<file path="config.mk">
export PLATFORM = sky130hd
export DESIGN_NAME = branch_predictor
export DESIGN_NICKNAME = d
export VERILOG_FILES = /design/src/rtl/branch_predictor_pkg.sv /design/src/rtl/branch_predictor_sat_counter2.sv /design/src/rtl/branch_predictor.sv
export SDC_FILE = /design/constraint.sdc
export NUM_CORES = 2
export LEC_CHECK = 0
export ABC_AREA = 1
export BUFFER_PORTS_ARGS = -buffer_cell sky130_fd_sc_hd__buf_4
export CORE_UTILIZATION = 25
export DETAILED_ROUTE_END_ITERATION = 10
export HOLD_SLACK_MARGIN = 0.06
export REMOVE_ABC_BUFFERS = 1
export SLEW_MARGIN = 5
export SYNTH_ARGS = -nofsm -noshare
export SYNTH_HDL_FRONTEND = slang
export SYNTH_SLANG_ARGS = --single-unit
</file>
<file path="constraint.sdc">
create_clock -name clk -period 8.5 [get_ports clk]
set_input_delay 0.85 -clock clk [delete_from_list [all_inputs] [get_ports clk]]
set_output_delay 0.85 -clock clk [all_outputs]
set_load 0.05 [all_outputs]
</file>
<file path="src/rtl/branch_predictor_pkg.sv">
// Shared branch predictor definitions: counter encodings and default table geometry.
// The pipeline sizes its carried prediction fields from the same defaults.
package branch_predictor_pkg;

    localparam int BP_IDX_BITS = 6;
    localparam int BP_TAG_BITS = 8;

    localparam logic [1:0] BP_SNT = 2'b00;
    localparam logic [1:0] BP_WNT = 2'b01;
    localparam logic [1:0] BP_WT  = 2'b10;
    localparam logic [1:0] BP_ST  = 2'b11;

    function automatic logic [31:0] pc_plus4(input logic [31:0] pc);
        return pc + 32'd4;
    endfunction

endpackage

</file>
<file path="src/rtl/branch_predictor_sat_counter2.sv">
// 2-bit saturating counter next-state: count up on taken, down on not-taken,
// holding at the ends.
module sat_counter2
    import branch_predictor_pkg::*;
(
    input  logic [1:0] cur,
    input  logic       taken,
    output logic [1:0] nxt
);

    always_comb begin
        nxt = cur;
        if (taken && cur != BP_ST)
            nxt = cur + 2'd1;
        else if (!taken && cur != BP_SNT)
            nxt = cur - 2'd1;
    end

endmodule

</file>
<file path="src/rtl/branch_predictor.sv">
// Direct-mapped branch predictor: combinational lookup by fetch PC, training
// and mispredict/redirect generation from the resolved EX-stage branch.
module branch_predictor
    import branch_predictor_pkg::*;
#(
    parameter int IDX_BITS = BP_IDX_BITS,
    parameter int TAG_BITS = BP_TAG_BITS
) (
    input  logic        clk,
    input  logic        rst,
    input  logic [31:0] if_pc,
    output logic        pred_taken,
    output logic [31:0] pred_target,
    input  logic        ex_valid,
    input  logic        ex_is_branch,
    input  logic [31:0] ex_pc,
    input  logic        ex_taken,
    input  logic [31:0] ex_target,
    input  logic        ex_pred_taken,
    input  logic [31:0] ex_pred_target,
    output logic        mispredict,
    output logic [31:0] redirect_pc,
    output logic [31:0] perf_mispredict
);

    localparam int ENTRIES = 1 << IDX_BITS;
    localparam int TAG_LO  = IDX_BITS + 2;
    localparam int TAG_HI  = IDX_BITS + TAG_BITS + 1;

    logic                valid_q  [ENTRIES];
    logic [1:0]          ctr_q    [ENTRIES];
    logic [TAG_BITS-1:0] tag_q    [ENTRIES];
    logic [31:0]         target_q [ENTRIES];

    logic [IDX_BITS-1:0] if_idx, ex_idx;
    logic [TAG_BITS-1:0] if_tag, ex_tag;
    logic                if_hit, ex_hit;
    logic [1:0]          ctr_nxt;

    assign if_idx = if_pc[TAG_LO-1:2];
    assign if_tag = if_pc[TAG_HI:TAG_LO];
    assign ex_idx = ex_pc[TAG_LO-1:2];
    assign ex_tag = ex_pc[TAG_HI:TAG_LO];

    // Lookup sees state from the last edge; same-cycle updates are not bypassed.
    assign if_hit      = valid_q[if_idx] && (tag_q[if_idx] == if_tag);
    assign pred_taken  = if_hit && ctr_q[if_idx][1];
    assign pred_target = pred_taken ? target_q[if_idx] : pc_plus4(if_pc);

    assign ex_hit = valid_q[ex_idx] && (tag_q[ex_idx] == ex_tag);

    sat_counter2 u_ctr (
        .cur   (ctr_q[ex_idx]),
        .taken (ex_taken),
        .nxt   (ctr_nxt)
    );

    logic do_train, do_alloc, do_inval;
    assign do_train = ex_valid && ex_is_branch && ex_hit;
    assign do_alloc = ex_valid && ex_is_branch && !ex_hit && ex_taken;
    assign do_inval = ex_valid && !ex_is_branch && ex_hit;

    always_comb begin
        mispredict = 1'b0;
        if (ex_valid) begin
            if (ex_is_branch)
                mispredict = (ex_taken != ex_pred_taken) ||
                             (ex_taken && ex_target != ex_pred_target);
            else
                mispredict = ex_pred_taken;
        end
    end

    assign redirect_pc = (ex_is_branch && ex_taken) ? ex_target : pc_plus4(ex_pc);

    always_ff @(posedge clk) begin
        if (rst) begin
            for (int i = 0; i < ENTRIES; i++) begin
                valid_q[i] <= 1'b0;
                ctr_q[i]   <= BP_WNT;
            end
        end else if (do_train) begin
            ctr_q[ex_idx] <= ctr_nxt;
        end else if (do_alloc) begin
            valid_q[ex_idx] <= 1'b1;
            ctr_q[ex_idx]   <= BP_WT;
        end else if (do_inval) begin
            valid_q[ex_idx] <= 1'b0;
        end
    end

    // Tag/target need no reset: they are only observed behind a valid bit.
    always_ff @(posedge clk) begin
        if (!rst) begin
            if (do_alloc)
                tag_q[ex_idx] <= ex_tag;
            if (do_alloc || (do_train && ex_taken))
                target_q[ex_idx] <= ex_target;
        end
    end

    always_ff @(posedge clk) begin
        if (rst)
            perf_mispredict <= '0;
        else if (mispredict)
            perf_mispredict <= perf_mispredict + 32'd1;
    end

    logic unused_pc_bits;
    assign unused_pc_bits = ^{if_pc[1:0], ex_pc[1:0], if_pc[31:TAG_HI+1], ex_pc[31:TAG_HI+1]};

endmodule

</file>
==> impl_results.md <==
- Buffers inserted by post-CTS timing repair: 0
- Std cell rows: 255
- Dpl hpwl: between 200,000 and 300,000 um
- Maximum resistive drop on vdd: around 0.00014 V
- Clk root buf: sky130_fd_sc_hd__clkbuf_16
- Post-synthesis instance area: between 100,000 and 150,000 um^2
- Per-cell routed wire length: ~25 um
- Fraction of layout instances using a drive strength above 1: slightly below 9%
- Logic depth of the worst register-to-register path: 16
- Number of buffers between clock root and the deepest sink: 4
- Clock transition at the registers of the reported paths: roughly 0.060 ns
- GRT Util Overall: between 10% and 20%
- Number of cells produced by synthesis: approximately 11,000
- Horizontal die dimension: around 700 um
- Count of final setup violators: 0
- Proportion of synthesized chip area in sequential cells: between 60% and 70%
- Cell with the largest stage delay on the worst path: sky130_fd_sc_hd__inv_8
- Max Freq: 146 MHz
- Net switching share of the total power: roughly a quarter
- Worst r2r src: tag_q[40][3]$_DFFE_PP_
- Port-buffer cells: about 230
- Clock tree from TritonCTS: done
- Number of clock sinks: ~2,800
- Area of the core region: between 400,000 and 500,000 um^2
- Number of max-capacitance violations reported: 0
- Endpoint class of the critical path: primary output
- Fill cell instance count of the final layout: slightly below 50,000
- Worst-margin pin slew: 1.32 ns
- Ratio of final minimum period to clock period: roughly four fifths
- Overall power: between 20 and 30 mW
- Clock network latency to the later pin of the worst-skew pair: about 0.86 ns
- Max-Slew Margin vs Limit: between 10% and 20%
- First drt pass iteration count: 7
- CP Launch Point: if_pc[2]
- Largest fanout on the critical path: roughly 140
- Worst min path class: input pin to flip-flop
- Required time of the critical path: 7.65 ns
- Number of antenna violations at the first check in global routing: between 40 and 50
- Slowest stage delay, CP: 0.68 ns
- Delay-heaviest family, CP: simple AND/OR/NAND/NOR gates
- Overflow left after global routing: 0
- Die Ht: about 700 um
- Wire length of the first global-routing pass: 621,000 um
- Number of clock buffers inserted by TritonCTS: 283
- Most common cell type on the critical path: sky130_fd_sc_hd__nand2_1
- Combinational power share: ~8.0%
- Final Routed Wirelength: 445,000 um
- Dpl cell area: roughly 130,000 um^2
- Unrepaired setup endpoints after global routing: no
- Buffers plus inverters on the worst setup path: 6
- Status: complete, no violations
- Area growth from synthesis to layout: 14.6%
- Areal power density over the cells: about 210 nW/um^2
- Final ANT Viol Nets: 0
- Yosys warns: 0
- Top-level port count: 232
- Final Net Count: 11,320
- Initial cell density of the core: 25.2%
- Power share of the sequential group: 51.1%
- Number of stages on the worst setup path: 21
- Count of instances resized after the clock tree is built: 0
- Total DRC errors in the routed layout: 0
- Min Tclk post-route: around 6.9 ns
- Number of synthesized register bits: between 2,000 and 3,000
- Cells along the critical path: buf_8, inv_8, buf_4, a21oi_1, o21ai_0, o21ai_0, nand2_1, nand2_1, nor2_1, nand2_1, nand2_1, inv_1, nand2_1, nand2_1, nor2_1, nand3_2, nor2_4, buf_4, nor2_1, nor2_1, buf_4
- Overall via count from detail_route: roughly 92,000
- Via count of the first global-routing pass: roughly 85,000
- Initial detailed-routing violation count: about 14,000
- Internal portion of total power: about 22 mW
- Die outline area: about 500,000 um^2
- Static leakage power: ~47 nW
- Internal reg-to-reg setup slack: roughly 4 ns
- Area of all placed cells without fillers: roughly 140,000 um^2
- Count of cell types in the netlist: 50
- Setup CP Type: input pin to primary output
- GP Congestion: 0.951
- Clock share of power: between 40% and 50%
- Worst setup SP type: input pin
- Critical Path Sink: pred_target[4]
- Ratio of routed vias to standard cells: 5.15
- H-tree depth: 5
- Net Sw Power: a little over 7 mW
- Setup clock skew after layout: roughly 0.048 ns
- Pins over their slew limit: 0
- Final Hold Vio Count: 0
- Largest net degree at the start of global routing: 178
- Hold buffer count at CTS: 0
- Data arrival at the endpoint of the critical path: 6.00 ns
- Worst r2r dst: tag_q[37][0]$_DFFE_PP_
- Syn_area_per_cell: roughly 11 um^2
-- worst register-to-register path: stages (launching register included) --
cell and delay, ns:
sky130_fd_sc_hd__edfxtp_1 0.37, sky130_fd_sc_hd__inv_1 0.08, sky130_fd_sc_hd__nand2_1 0.05, sky130_fd_sc_hd__nand3_1 0.09
sky130_fd_sc_hd__nand2_1 0.06, sky130_fd_sc_hd__o21ai_0 0.68, sky130_fd_sc_hd__nand2_1 0.26, sky130_fd_sc_hd__nor2_1 0.24
sky130_fd_sc_hd__nand3_1 0.10, sky130_fd_sc_hd__nand2_1 0.10, sky130_fd_sc_hd__nor2_1 0.04, sky130_fd_sc_hd__nand2_1 0.08
sky130_fd_sc_hd__nor2_2 0.07, sky130_fd_sc_hd__nand2_2 0.13, sky130_fd_sc_hd__clkinv_2 0.49, sky130_fd_sc_hd__buf_4 0.44
sky130_fd_sc_hd__nor2_1 0.80
-- placed cells by master, fill, tap and decap left out, types with 198 or more instances in the layout --
cell type and count:
sky130_fd_sc_hd__nand3_1 689, sky130_fd_sc_hd__edfxtp_1 2752, sky130_fd_sc_hd__o22ai_1 328, sky130_fd_sc_hd__a21oi_1 242
sky130_fd_sc_hd__o221ai_1 201, sky130_fd_sc_hd__clkbuf_16 289, sky130_fd_sc_hd__inv_1 475, sky130_fd_sc_hd__buf_4 459
sky130_fd_sc_hd__nor2_1 1539, sky130_fd_sc_hd__nand2_1 2221, sky130_fd_sc_hd__o21ai_0 1345, sky130_fd_sc_hd__o211ai_1 198
-- per-stage QoR --
stage          util (%)  TNS, ns  hold slack (ns)  worst slack (ns)  instances
2_1_floorplan         -  -174.54            0.710             -5.60      10409
6_report           28.8        0            0.216              1.65      17818
5_1_grt            28.8        0            0.204              1.59      17809
4_1_cts            28.8        0            0.168              1.88      17805
3_3_place_gp       27.0        0            0.488              1.90      17321
3_5_place_dp       27.0        0            0.498              1.89      17321
-- layer usage --
| layer | wire length, um | vias up | track usage [%] | part of all wire [%] |
|---|---|---|---|---|
| met5 | 157 | - | 0 | 0.035 |
| met3 | 49500 | 1051 | 3.44 | 11 |
| met1 | 174000 | 45177 | 23.1 | 39 |
| met4 | 24900 | 24 | 8.67 | 5.6 |
| met2 | 196000 | 5817 | 26.8 | 44 |
| li1 | - | 39622 | - | - |
-- cell usage after synthesis, drive strengths merged --
cell type / number / area share, %
o211ai: 198 / 1.2
nor3b: 1 / 0.0062
a211oi: 2 / 0.012
a22oi: 12 / 0.074
o21ai: 1371 / 5.6
nand3b: 4 / 0.025
a31oi: 7 / 0.036
xnor2: 21 / 0.15
xor2: 61 / 0.44
a221oi: 10 / 0.072
a221o: 1 / 0.0082
clkbuf: 485 / 1.5
a21oi: 243 / 1.0
nand3: 691 / 2.9
ha: 5 / 0.051
o31ai: 1 / 0.0062
inv: 541 / 1.7
o211a: 1 / 0.0082
nand4: 38 / 0.20
nor2: 1570 / 4.9
edfxtp: 2752 / 68
dfxtp: 32 / 0.53
clkinv: 3 / 0.0093
or2: 25 / 0.13
o22ai: 328 / 1.7
o2111ai: 3 / 0.022
o21bai: 1 / 0.0062
buf: 277 / 1.2
nor3: 41 / 0.17
nor4: 9 / 0.046
o2bb2ai: 1 / 0.0072
a21o: 1 / 0.0062
a32o: 4 / 0.033
o221ai: 201 / 1.4
nand2: 2229 / 6.9
and3: 1 / 0.0051
-- flip-flops by register name, summed over array words and instances, names as in the netlist --
name             cells
valid_q             64
ctr_q              128
perf_mispredict     32
target_q          2048
tag_q              512
-- cells by family after synthesis --
kind of cell               synth area share [%]
xor gates and xnor gates                  0.591
adders and majority gates                0.0515
and+or+nand+nor                            15.2
AOI/OAI and AO/OA                          11.3
buffers and inverters                      4.35
DFF                                        68.5
-- cell type report --
type                       count  area (um^2)  area share, %
sequential                  2784        83300           59.8
clock inverter               139         1200          0.863
timing repair buffer         487         3990           2.86
multi-input combinational   7081        33200           23.8
clock buffer                 345         7440           5.34
inverter                     544         2090           1.50
antenna                       13         32.5         0.0234
tap                         6425         8040           5.77
-- power groups by stage --
stage | logic (mW) | registers, mW | clock network (mW)
floorplan | 1.12 | 15.4 | 0
global placement | 2.30 | 15.4 | 0
detailed placement | 2.31 | 15.4 | 0
CTS | 2.32 | 15.1 | 12.2
global route | 2.50 | 15.1 | 12.7
finish | 2.37 | 15.1 | 12.1
-- worst min path at each step --
stage                                     startpoint                               end  cells past startpoint
floorplan            perf_mispredict[8]$_SDFFE_PP0P_   perf_mispredict[8]$_SDFFE_PP0P_                      2
global placement     perf_mispredict[5]$_SDFFE_PP0P_   perf_mispredict[5]$_SDFFE_PP0P_                      2
detailed placement  perf_mispredict[31]$_SDFFE_PP0P_  perf_mispredict[31]$_SDFFE_PP0P_                      2
CTS                                    ex_target[21]         target_q[4][21]$_DFFE_PP_                      1
global route                           ex_target[21]         target_q[4][21]$_DFFE_PP_                      1
finish                                 ex_target[21]         target_q[4][21]$_DFFE_PP_                      1
(Power assumes the default switching activity.)
